[src/rtl/rst_seq_pkg.sv]
// Shared definitions for the staged reset sequencer: state encoding,
// default parameter values and the counter sizing helpers.
package rst_seq_pkg;

    typedef enum logic [1:0] {
        WAIT_LOCK = 2'd0,
        HOLD      = 2'd1,
        RELEASE   = 2'd2,
        DONE      = 2'd3
    } state_e;

    localparam logic [1:0] ST_WAIT_LOCK = 2'd0;
    localparam logic [1:0] ST_HOLD      = 2'd1;
    localparam logic [1:0] ST_RELEASE   = 2'd2;
    localparam logic [1:0] ST_DONE      = 2'd3;

    localparam int DEF_NUM_STAGES  = 4;
    localparam int DEF_HOLD_CYCLES = 16;
    localparam int DEF_STAGE_GAP   = 8;

    // Wide enough to hold the larger of the two delays without wrapping.
    function automatic int cnt_width(input int hold_cycles, input int stage_gap);
        int max_v;
        max_v = (hold_cycles > stage_gap) ? hold_cycles : stage_gap;
        return $clog2(max_v + 1);
    endfunction

    function automatic int idx_width(input int num_stages);
        return $clog2(num_stages + 1);
    endfunction

endpackage

[src/rtl/reset_sequencer.sv]
// Releases a bank of active-low block resets one by one once lock is stable,
// re-asserting all of them on lock loss or on an accepted software request.
module reset_sequencer
    import rst_seq_pkg::*;
#(
    parameter int NUM_STAGES  = DEF_NUM_STAGES,
    parameter int HOLD_CYCLES = DEF_HOLD_CYCLES,
    parameter int STAGE_GAP   = DEF_STAGE_GAP
) (
    input  logic                  clk,
    input  logic                  reset_n,
    input  logic                  lock_in,
    input  logic                  soft_rst_req,
    output logic [NUM_STAGES-1:0] stage_rst_n,
    output logic                  seq_done,
    output logic                  lock_lost,
    output logic [1:0]            state_dbg_o
);

    localparam int CW = cnt_width(HOLD_CYCLES, STAGE_GAP);
    localparam int IW = idx_width(NUM_STAGES);

    localparam logic [CW-1:0] HOLD_LAST = CW'(HOLD_CYCLES - 1);
    localparam logic [CW-1:0] GAP_LAST  = CW'(STAGE_GAP - 1);
    localparam logic [IW-1:0] LAST_IDX  = IW'(NUM_STAGES - 1);

    logic [1:0]            state_q, state_d;
    logic [CW-1:0]         cnt_q, cnt_d;
    logic [IW-1:0]         idx_q, idx_d;
    logic [NUM_STAGES-1:0] stage_q, stage_d;
    logic                  done_q, done_d;
    logic                  lost_q, lost_d;

    always_comb begin
        state_d = state_q;
        cnt_d   = cnt_q;
        idx_d   = idx_q;
        stage_d = stage_q;
        done_d  = done_q;
        lost_d  = lost_q;

        // Lock loss outside WAIT_LOCK overrides everything, including soft requests.
        if (state_q != ST_WAIT_LOCK && !lock_in) begin
            state_d = ST_WAIT_LOCK;
            cnt_d   = '0;
            idx_d   = '0;
            stage_d = '0;
            done_d  = 1'b0;
            lost_d  = 1'b1;
        end else begin
            case (state_q)
                ST_WAIT_LOCK: begin
                    if (lock_in) begin
                        state_d = ST_HOLD;
                        cnt_d   = '0;
                    end
                end
                ST_HOLD: begin
                    if (cnt_q == HOLD_LAST) begin
                        stage_d = stage_q | NUM_STAGES'(1);
                        cnt_d   = '0;
                        if (NUM_STAGES == 1) begin
                            state_d = ST_DONE;
                            done_d  = 1'b1;
                        end else begin
                            state_d = ST_RELEASE;
                            idx_d   = IW'(1);
                        end
                    end else begin
                        cnt_d = cnt_q + CW'(1);
                    end
                end
                ST_RELEASE: begin
                    if (cnt_q == GAP_LAST) begin
                        stage_d = stage_q | (NUM_STAGES'(1) << idx_q);
                        cnt_d   = '0;
                        if (idx_q == LAST_IDX) begin
                            state_d = ST_DONE;
                            done_d  = 1'b1;
                        end else begin
                            idx_d = idx_q + IW'(1);
                        end
                    end else begin
                        cnt_d = cnt_q + CW'(1);
                    end
                end
                ST_DONE: begin
                    // The accepting edge becomes the new lock-qualification edge.
                    if (soft_rst_req) begin
                        state_d = ST_HOLD;
                        cnt_d   = '0;
                        idx_d   = '0;
                        stage_d = '0;
                        done_d  = 1'b0;
                        lost_d  = 1'b0;
                    end
                end
                default: begin
                    state_d = ST_WAIT_LOCK;
                    cnt_d   = '0;
                    idx_d   = '0;
                    stage_d = '0;
                    done_d  = 1'b0;
                end
            endcase
        end
    end

    always_ff @(posedge clk or negedge reset_n) begin
        if (!reset_n) begin
            state_q <= ST_WAIT_LOCK;
            cnt_q   <= '0;
            idx_q   <= '0;
            stage_q <= '0;
            done_q  <= 1'b0;
            lost_q  <= 1'b0;
        end else begin
            state_q <= state_d;
            cnt_q   <= cnt_d;
            idx_q   <= idx_d;
            stage_q <= stage_d;
            done_q  <= done_d;
            lost_q  <= lost_d;
        end
    end

    assign stage_rst_n = stage_q;
    assign seq_done    = done_q;
    assign lock_lost   = lost_q;
    assign state_dbg_o = state_q;

endmodule

[config.mk]
export PLATFORM = sky130hd
export DESIGN_NAME = reset_sequencer
export DESIGN_NICKNAME = d
export VERILOG_FILES = /design/src/rtl/rst_seq_pkg.sv /design/src/rtl/reset_sequencer.sv
export SDC_FILE = /design/constraint.sdc
export NUM_CORES = 1
export LEC_CHECK = 0
export CAP_MARGIN = 10
export CORE_MARGIN = 2
export CORE_UTILIZATION = 59
export CTS_BUF_LIST = sky130_fd_sc_hd__clkbuf_4 sky130_fd_sc_hd__clkbuf_8 sky130_fd_sc_hd__clkbuf_16
export CTS_CLUSTER_SIZE = 8
export DETAILED_ROUTE_END_ITERATION = 12
export GPL_TIMING_DRIVEN = 0
export PLACE_DENSITY_LB_ADDON = 0.2
export SLEW_MARGIN = 25
export SYNTH_ARGS = -nofsm -noshare
export SYNTH_HDL_FRONTEND = slang
export SYNTH_SLANG_ARGS = --single-unit
[constraint.sdc]
create_clock -name clk -period 5.8 [get_ports clk]
set_clock_uncertainty 0.1 [all_clocks]
set_input_delay 1.16 -clock clk [delete_from_list [all_inputs] [get_ports clk]]
set_output_delay 1.16 -clock clk [all_outputs]
set_load 0.05 [all_outputs]
==> report_table.html, run 1 <==
<table>
<tr><th>Metric</th><th>Value</th></tr>
<tr><th colspan="2">STA</th></tr>
<tr><td>Fmax</td><td>about 350 MHz</td></tr>
<tr><td>Setup TNS Final</td><td>0 ns</td></tr>
<tr><td>Normalized max-slew margin</td><td>49.6%</td></tr>
<tr><td>Setup violation total in the final timing report</td><td>0</td></tr>
<tr><td>Number of pins with negative max-slew slack in the final report</td><td>0</td></tr>
<tr><td>Transition time at the pin with the least slew margin</td><td>about 0.75 ns</td></tr>
<tr><td>Unrepaired setup endpoints after global routing</td><td>no</td></tr>
<tr><td>Final period utilization</td><td>50.0%</td></tr>
<tr><td>Hold Vio Cnt, Final</td><td>0</td></tr>
<tr><td>Final period demand of the worst path</td><td>between 2 and 3 ns</td></tr>
<tr><th colspan="2">Synth</th></tr>
<tr><td>Number of instances in the synthesized netlist</td><td>124</td></tr>
<tr><td>Mean Syn Cell Area</td><td>9.22 um^2</td></tr>
<tr><td>Summed instance area of the synthesized netlist</td><td>approximately 0.0011 mm^2</td></tr>
<tr><td>Total number of yosys warnings</td><td>0</td></tr>
<tr><td>Share of the synthesized area in the top cell type</td><td>about a third</td></tr>
<tr><td>FF+latch count, synth</td><td>16</td></tr>
<tr><td>Sequential element share of the synthesized area</td><td>between 30% and 40%</td></tr>
<tr><td>Cell types occupying the most area after synthesis</td><td>sky130_fd_sc_hd__dfrtp_1 35%, sky130_fd_sc_hd__ha_1 13%, sky130_fd_sc_hd__nand2_1 4.6%</td></tr>
<tr><td>Post-synth cell types</td><td>40</td></tr>
<tr><td>Synth area leader</td><td>sky130_fd_sc_hd__dfrtp_1</td></tr>
<tr><td>Post-Syn Nets</td><td>between 100 and 150</td></tr>
<tr><th colspan="2">Die</th></tr>
<tr><td>Die footprint</td><td>0.00231 mm^2</td></tr>
<tr><td>Top-Level Pins</td><td>12</td></tr>
<tr><td>Vert. Die Dim</td><td>just under 50 um</td></tr>
<tr><td>Area of the core</td><td>0.00178 mm^2</td></tr>
<tr><td># rows</td><td>15</td></tr>
<tr><td>Starting utilization of the core area</td><td>64.1%</td></tr>
<tr><td>Horizontal extent of the die</td><td>approximately 48 um</td></tr>
<tr><th colspan="2">Power and ir drop</th></tr>
<tr><td>P per Cell Area</td><td>~420 mW/mm^2</td></tr>
<tr><td>Power after layout</td><td>roughly 0.00056 W</td></tr>
<tr><td>Leakage power of the design</td><td>0.583 nW</td></tr>
<tr><td>Maximum vdd ir drop</td><td>351 uV</td></tr>
<tr><th colspan="2">GRT</th></tr>
<tr><td>Antenna violations before repair</td><td>0</td></tr>
<tr><td>GRT Residual Overflow</td><td>0</td></tr>
<tr><td>All-layer global routing usage</td><td>25.7%</td></tr>
<tr><td>Largest net degree at the start of global routing</td><td>17</td></tr>
<tr><td>Global-route wire length before repair</td><td>4100 um</td></tr>
<tr><td>Vias in the first global route</td><td>944</td></tr>
<tr><th colspan="2">Run</th></tr>
<tr><td>Total of max-cap violations</td><td>0</td></tr>
<tr><th colspan="2">Clock network</th></tr>
<tr><td># resized after CTS</td><td>0</td></tr>
<tr><td>Total clock buffers created by CTS</td><td>3</td></tr>
<tr><td>CTS root buf</td><td>sky130_fd_sc_hd__clkbuf_4</td></tr>
<tr><td># hold bufs at CTS</td><td>0</td></tr>
<tr><td>TritonCTS clock tree</td><td>yes</td></tr>
<tr><td>Number of sinks on the clock net</td><td>16</td></tr>
<tr><td>Source-to-sink clock delay at the later pin of the worst-skew pair</td><td>0.29 ns</td></tr>
<tr><td>CTS clk-pin slew, worst paths</td><td>0.11 ns</td></tr>
<tr><td>H-tree depth</td><td>1</td></tr>
<tr><td>Deepest clock path buffer count</td><td>2</td></tr>
<tr><td>Setup bufs post-CTS</td><td>0</td></tr>
<tr><th colspan="2">Min path</th></tr>
<tr><td>Hold Path Class</td><td>reg2reg</td></tr>
<tr><th colspan="2">Place</th></tr>
<tr><td>Detailed placer's ending HPWL</td><td>1820 um</td></tr>
<tr><td>Placed Instances</td><td>160</td></tr>
<tr><td># port buffers</td><td>11</td></tr>
<tr><td>Final RePlAce weighted congestion</td><td>about 0.86</td></tr>
<tr><th colspan="2">Layout</th></tr>
<tr><td>Count of antenna diodes in the layout</td><td>0</td></tr>
<tr><td>Commonest cells after routing, fill and taps aside</td><td>16 x sky130_fd_sc_hd__dfrtp_1, 14 x sky130_fd_sc_hd__nand2_1, 12 x sky130_fd_sc_hd__ha_1, 11 x sky130_fd_sc_hd__inv_1, 11 x sky130_fd_sc_hd__clkdlybuf4s50_1</td></tr>
<tr><td>Fraction of layout instances using a drive strength above 1</td><td>approximately 12%</td></tr>
<tr><td>Area growth from synthesis to layout</td><td>15.5%</td></tr>
<tr><td>Leading cell type in the layout, fill and taps excluded</td><td>sky130_fd_sc_hd__dfrtp_1</td></tr>
<tr><td>Post-layout instance count excluding filler cells</td><td>164</td></tr>
<tr><td>Number of filler cells placed in the layout</td><td>143</td></tr>
<tr><td>Number of nets in the finished design</td><td>156</td></tr>
<tr><th colspan="2">Status</th></tr>
<tr><td>Run status</td><td>complete, no violations</td></tr>
<tr><th colspan="2">Route</th></tr>
<tr><td>Routed wire length</td><td>2460 um</td></tr>
<tr><td>First-pass detailed-route iteration total</td><td>4</td></tr>
<tr><td>Via/cell ratio</td><td>6.15</td></tr>
<tr><td>Post-route DRC violation count</td><td>0</td></tr>
<tr><td>Antenna-violating nets left</td><td>0</td></tr>
<tr><td>Detailed-route wire length per cell</td><td>between 15 and 20 um</td></tr>
<tr><td>Number of DRC markers after the initial detailed-route iteration</td><td>between 40 and 50</td></tr>
<tr><td>Via count</td><td>1009</td></tr>
<tr><th colspan="2">Setup path</th></tr>
<tr><td>Highest cell delay on the worst timing path</td><td>between 0.8 and 0.9 ns</td></tr>
<tr><td>Cell family with the largest share of critical-path delay</td><td>buffers and inverters</td></tr>
<tr><td>Required time of the critical path</td><td>~4.5 ns</td></tr>
<tr><td>Highest-delay cell along the critical path</td><td>sky130_fd_sc_hd__clkdlybuf4s50_1</td></tr>
<tr><td>Critical path arrival</td><td>approximately 1.6 ns</td></tr>
<tr><td>Critical setup path kind</td><td>reg2out</td></tr>
<tr><td>CP Launch Type</td><td>flip-flop</td></tr>
<tr><td>Buffers and inverters on the worst path</td><td>1</td></tr>
<tr><td>Maximum fanout along the worst path</td><td>8</td></tr>
<tr><td>Type of destination of the critical path</td><td>output port</td></tr>
<tr><td>Worst-case register-to-register setup slack</td><td>3.49 ns</td></tr>
<tr><td>Cell chain of the critical path</td><td>clkdlybuf4s50_1</td></tr>
</table>
[cells in the mapped netlist, drive strengths merged]
cell type and instances:
a221o 1, and2b 1, or2 2, nor4 1, nand3 6, buf 3, o31ai 2, ha 12
a31oi 2, a21o 2, o22a 1, inv 11, nor3b 1, a21oi 8, a211oi 1, a311oi 1
o21a 2, dfrtp 16, a32o 2, clkbuf 2, nor3 3, a2111oi 2, or4 1, nand4bb 1
nor2b 2, o311ai 1, nand2 14, o21ai 8, o211ai 2, a22o 1, o41ai 1, a21boi 1
and4bb 1, nor2 8, nand4 1
[state kept, by name (all words and copies together), names as in the netlist]
name / cells
stage_rst_n: 4
seq_done: 1
state_dbg_o: 2
idx_q: 3
cnt_q: 5
lock_lost: 1
[final timing paths]
check,start,end,depth (start not counted)
setup reg to reg,cnt_q[0]$_DFFE_PN0P_,idx_q[1]$_DFFE_PN0P_,8
min in group asynchronous,reset_n,seq_done$_DFFE_PN0P_,1
hold / removal,lock_lost$_DFFE_PN0P_,lock_lost$_DFFE_PN0P_,2
max in group asynchronous,reset_n,cnt_q[2]$_DFFE_PN0P_,1
setup / recovery,state_dbg_o[1]$_DFFE_PN0P_,state_dbg_o[1],1
hold reg to reg,lock_lost$_DFFE_PN0P_,lock_lost$_DFFE_PN0P_,2
[cell type report]
class | count | area [um^2] | area share, %
inverter | 11 | 41.3 | 3.12
buffer | 5 | 38.8 | 2.94
timing repair buffer | 11 | 110 | 8.33
clock buffer | 4 | 36.3 | 2.75
sequential | 16 | 400 | 30.3
multi-input combinational | 92 | 663 | 50.2
tap | 25 | 31.3 | 2.37
[routing by layer]
| layer | share of wire [%] | vias up | track usage [%] | wire (um) |
|---|---|---|---|---|
| met4 | 2.5 | 0 | 15.1 | 61 |
| li1 | - | 481 | - | - |
| met3 | 5.0 | 6 | 4.15 | 122 |
| met1 | 44 | 479 | 30.9 | 1080 |
| met2 | 49 | 43 | 42.7 | 1200 |
| met5 | 0 | - | 0 | 0 |
[cells by family (layout without fill, tap and decap cells)]
family | Yosys count | in the layout | share of synthesized area [%]
compound gates | 38 | 38 | 24.9
fa+ha+maj | 12 | 12 | 13.1
simple gates | 42 | 42 | 19.9
buf+inv | 16 | 31 | 7.00
flops | 16 | 16 | 35.0
[stage by stage]
stage          utilization, %  cell area, um^2  setup slack [ns]  hold WS [ns]
6_report                 74.1             1320              2.90         0.388
5_1_grt                  74.1             1320              2.84         0.432
4_1_cts                  74.1             1320              2.90         0.389
3_5_place_dp             72.1             1280              2.90         0.362
3_3_place_gp             72.1             1280              2.94         0.355
2_1_floorplan               -             1140              3.59         0.366
[worst reg2reg max path: cells and delay by family (launching register included)]
family                     cells  cell delay, ns
and+or+nand+nor                3            0.75
AOI/OAI and AO/OA              2            0.49
buffers and inverters          1            0.08
DFF                            1            0.41
adders and majority gates      2            0.42
[report_power, final]
group	switching, W	internal, W	total [W]
Sequential	0.0000231	0.000134	0.000157
Combinational	0.000204	0.000121	0.000324
Clock	0.0000385	0.0000382	0.0000767
(Power assumes the default switching activity.)
==> inputs of run 2 (changes only) <==
--- a/config.mk
+++ b/config.mk
@@ -7,7 +7,7 @@
 export LEC_CHECK = 0
 export CAP_MARGIN = 10
 export CORE_MARGIN = 2
-export CORE_UTILIZATION = 59
+export CORE_UTILIZATION = 50
 export CTS_BUF_LIST = sky130_fd_sc_hd__clkbuf_4 sky130_fd_sc_hd__clkbuf_8 sky130_fd_sc_hd__clkbuf_16
 export CTS_CLUSTER_SIZE = 8
 export DETAILED_ROUTE_END_ITERATION = 12
==> constraint.sdc (replaced) <==
create_clock -name clk -period 2.6 [get_ports clk]
set_clock_uncertainty 0.1 [all_clocks]
set_input_delay 0.52 -clock clk [delete_from_list [all_inputs] [get_ports clk]]
set_output_delay 0.52 -clock clk [all_outputs]
set_load 0.05 [all_outputs]
==> run 2 against run 1 <==
Die area rose by 16%. Final cell count rose by 1.8%. Design area rose by 0.28%. Register-to-register slack got worse by 3.1 ns. Critical endpoint unchanged.
==> report_table.html, run 2 (same netlist as run 1, synthesis figures left out) <==
<table>
<tr><th>Metric</th><th>Value</th></tr>
<tr><th colspan="2">Status</th></tr>
<tr><td>Run status</td><td>complete, no violations</td></tr>
<tr><th colspan="2">Run</th></tr>
<tr><td>Total of max-cap violations</td><td>0</td></tr>
<tr><th colspan="2">Setup path</th></tr>
<tr><td>Cell family with the largest share of critical-path delay</td><td>buffers and inverters</td></tr>
<tr><td>Highest-delay cell along the critical path</td><td>sky130_fd_sc_hd__clkdlybuf4s50_1</td></tr>
<tr><td>Critical setup path kind</td><td>reg2out</td></tr>
<tr><td>Required time of the critical path</td><td>1.98 ns</td></tr>
<tr><td>Cell chain of the critical path</td><td>clkdlybuf4s50_1</td></tr>
<tr><td>Critical path arrival</td><td>1.64 ns</td></tr>
<tr><td>Type of destination of the critical path</td><td>output port</td></tr>
<tr><td>Buffers and inverters on the worst path</td><td>1</td></tr>
<tr><td>CP Launch Type</td><td>flip-flop</td></tr>
<tr><td>Maximum fanout along the worst path</td><td>8</td></tr>
<tr><td>Highest cell delay on the worst timing path</td><td>0.85 ns</td></tr>
<tr><th colspan="2">Die</th></tr>
<tr><td># rows</td><td>17</td></tr>
<tr><td>Horizontal extent of the die</td><td>51.8 um</td></tr>
<tr><td>Top-Level Pins</td><td>12</td></tr>
<tr><td>Area of the core</td><td>~0.0022 mm^2</td></tr>
<tr><td>Starting utilization of the core area</td><td>52.2%</td></tr>
<tr><td>Die footprint</td><td>roughly 0.0027 mm^2</td></tr>
<tr><td>Vert. Die Dim</td><td>51.8 um</td></tr>
<tr><th colspan="2">Route</th></tr>
<tr><td>Antenna-violating nets left</td><td>0</td></tr>
<tr><td>Routed wire length</td><td>between 2000 and 2500 um</td></tr>
<tr><td>Post-route DRC violation count</td><td>0</td></tr>
<tr><td>Via/cell ratio</td><td>5.69</td></tr>
<tr><td>Via count</td><td>950</td></tr>
<tr><td>Detailed-route wire length per cell</td><td>14.2 um</td></tr>
<tr><td>First-pass detailed-route iteration total</td><td>4</td></tr>
<tr><td>Number of DRC markers after the initial detailed-route iteration</td><td>13</td></tr>
<tr><th colspan="2">Clock network</th></tr>
<tr><td># resized after CTS</td><td>0</td></tr>
<tr><td>CTS root buf</td><td>sky130_fd_sc_hd__clkbuf_4</td></tr>
<tr><td>Deepest clock path buffer count</td><td>2</td></tr>
<tr><td>Setup bufs post-CTS</td><td>0</td></tr>
<tr><td>H-tree depth</td><td>1</td></tr>
<tr><td>Number of sinks on the clock net</td><td>16</td></tr>
<tr><td>TritonCTS clock tree</td><td>yes</td></tr>
<tr><td>Source-to-sink clock delay at the later pin of the worst-skew pair</td><td>0.29 ns</td></tr>
<tr><td># hold bufs at CTS</td><td>0</td></tr>
<tr><td>CTS clk-pin slew, worst paths</td><td>0.11 ns</td></tr>
<tr><td>Total clock buffers created by CTS</td><td>3</td></tr>
<tr><th colspan="2">STA</th></tr>
<tr><td>Setup TNS Final</td><td>0 ns</td></tr>
<tr><td>Transition time at the pin with the least slew margin</td><td>0.718 ns</td></tr>
<tr><td>Final period utilization</td><td>between 80% and 90%</td></tr>
<tr><td>Fmax</td><td>442 MHz</td></tr>
<tr><td>Normalized max-slew margin</td><td>around half</td></tr>
<tr><td>Unrepaired setup endpoints after global routing</td><td>no</td></tr>
<tr><td>Final period demand of the worst path</td><td>approximately 2.3 ns</td></tr>
<tr><td>Setup violation total in the final timing report</td><td>0</td></tr>
<tr><td>Hold Vio Cnt, Final</td><td>0</td></tr>
<tr><td>Number of pins with negative max-slew slack in the final report</td><td>0</td></tr>
<tr><th colspan="2">GRT</th></tr>
<tr><td>All-layer global routing usage</td><td>20.8%</td></tr>
<tr><td>Global-route wire length before repair</td><td>roughly 4100 um</td></tr>
<tr><td>GRT Residual Overflow</td><td>0</td></tr>
<tr><td>Largest net degree at the start of global routing</td><td>17</td></tr>
<tr><td>Antenna violations before repair</td><td>0</td></tr>
<tr><td>Vias in the first global route</td><td>921</td></tr>
<tr><th colspan="2">Layout</th></tr>
<tr><td>Fraction of layout instances using a drive strength above 1</td><td>11.5%</td></tr>
<tr><td>Commonest cells after routing, fill and taps aside</td><td>16 x sky130_fd_sc_hd__dfrtp_1, 14 x sky130_fd_sc_hd__nand2_1, 12 x sky130_fd_sc_hd__ha_1, 11 x sky130_fd_sc_hd__inv_1, 11 x sky130_fd_sc_hd__clkdlybuf4s50_1</td></tr>
<tr><td>Cell area after layout</td><td>0.00133 mm^2</td></tr>
<tr><td>Area growth from synthesis to layout</td><td>15.9%</td></tr>
<tr><td>Leading cell type in the layout, fill and taps excluded</td><td>sky130_fd_sc_hd__dfrtp_1</td></tr>
<tr><td>Number of nets in the finished design</td><td>156</td></tr>
<tr><td>Post-layout instance count excluding filler cells</td><td>167</td></tr>
<tr><td>Count of antenna diodes in the layout</td><td>0</td></tr>
<tr><td>Number of flip-flops in the largest register</td><td>5</td></tr>
<tr><td>Largest reg by FF count</td><td>cnt_q</td></tr>
<tr><th colspan="2">Place</th></tr>
<tr><td>Final RePlAce weighted congestion</td><td>a little under 0.9</td></tr>
<tr><td># port buffers</td><td>11</td></tr>
<tr><td>Area after detailed placement</td><td>0.00129 mm^2</td></tr>
<tr><td>Detailed placer's ending HPWL</td><td>approximately 1800 um</td></tr>
<tr><td>Placed Instances</td><td>163</td></tr>
<tr><th colspan="2">Power and ir drop</th></tr>
<tr><td>Leakage power of the design</td><td>0.583 nW</td></tr>
<tr><td>Maximum vdd ir drop</td><td>558 uV</td></tr>
<tr><td>P per Cell Area</td><td>roughly 930 mW/mm^2</td></tr>
<tr><th colspan="2">Min path</th></tr>
<tr><td>Hold Path Class</td><td>reg2reg</td></tr>
</table>
[run 2: cell counts in the layout (fill, tap and decap cells not counted)]
No cell type changed its count.
[run 2: per-layer routing]
metal	GRT usage [%]	part of all wire, %	vias up
met5	0	0	-
met4	8.77	1.1	0
met3	3.45	4.1	4
met2	33.3	49	18
met1	27.7	46	451
li1	-	-	477
[run 2: through the flow]
stage               hold WS, ns  worst slack, ns  total power [W]  util (%)
detailed placement        0.368            0.362          0.00106      58.8
global placement          0.361            0.342          0.00105      58.8
CTS                       0.395            0.351          0.00124      60.5
floorplan                 0.124            0.388         0.000884         -
global route              0.421            0.198          0.00133      60.5
finish                    0.389            0.337          0.00123      60.5
[run 2: where the power goes]
part | internal, W | leakage (nW) | total, W | switching [W]
combinational | 0.000270 | 0.352 | 0.000709 | 0.000439
sequential | 0.000300 | 0.209 | 0.000353 | 0.0000531
clock | 0.0000853 | 0.0210 | 0.000170 | 0.0000849
total | 0.000655 | 0.583 | 0.00123 | 0.000577
[run 2: cell type report]
cell class                      count  area, um^2
Fill cell                         189         866
Multi-Input combinational cell     92         663
Sequential cell                    16         400
Timing Repair Buffer               11         110
Inverter                           11        41.3
Buffer                              5        38.8
Clock buffer                        4        36.3
Tap cell                           28        35.0
[run 2: path summary, 6_finish.rpt]
path	startpoint	cells after the start	slack, ns	to
worst max-delay path	state_dbg_o[1]$_DFFE_PN0P_	1	0.34	state_dbg_o[1]
worst max register to register	cnt_q[0]$_DFFE_PN0P_	8	0.36	idx_q[2]$_DFFE_PN0P_
worst min register to register	lock_lost$_DFFE_PN0P_	2	0.39	lock_lost$_DFFE_PN0P_
max in group asynchronous	reset_n	1	1.40	cnt_q[1]$_DFFE_PN0P_
worst min-delay path	lock_lost$_DFFE_PN0P_	2	0.39	lock_lost$_DFFE_PN0P_
min in group asynchronous	reset_n	1	0.54	lock_lost$_DFFE_PN0P_
[run 2: worst register-to-register path: cells and delay by family (launching register included)]
family,cells,cell delay (ns)
fa+ha+maj,2,0.40
simple gates,3,0.70
flops,1,0.41
buf+inv,1,0.09
compound gates,2,0.48
==> inputs of run 3 (changes only) <==
--- a/config.mk
+++ b/config.mk
@@ -9,10 +9,11 @@
 export CORE_MARGIN = 2
 export CORE_UTILIZATION = 50
 export CTS_BUF_LIST = sky130_fd_sc_hd__clkbuf_4 sky130_fd_sc_hd__clkbuf_8 sky130_fd_sc_hd__clkbuf_16
-export CTS_CLUSTER_SIZE = 8
 export DETAILED_ROUTE_END_ITERATION = 12
 export GPL_TIMING_DRIVEN = 0
 export PLACE_DENSITY_LB_ADDON = 0.2
+export SETUP_SLACK_MARGIN = 0.02
+export SKIP_CTS_REPAIR_TIMING = 1
 export SLEW_MARGIN = 25
 export SYNTH_ARGS = -nofsm -noshare
 export SYNTH_HDL_FRONTEND = slang
==> results of run 3 <==
The final DEF is identical to that of run 2; final timing and power are the same.
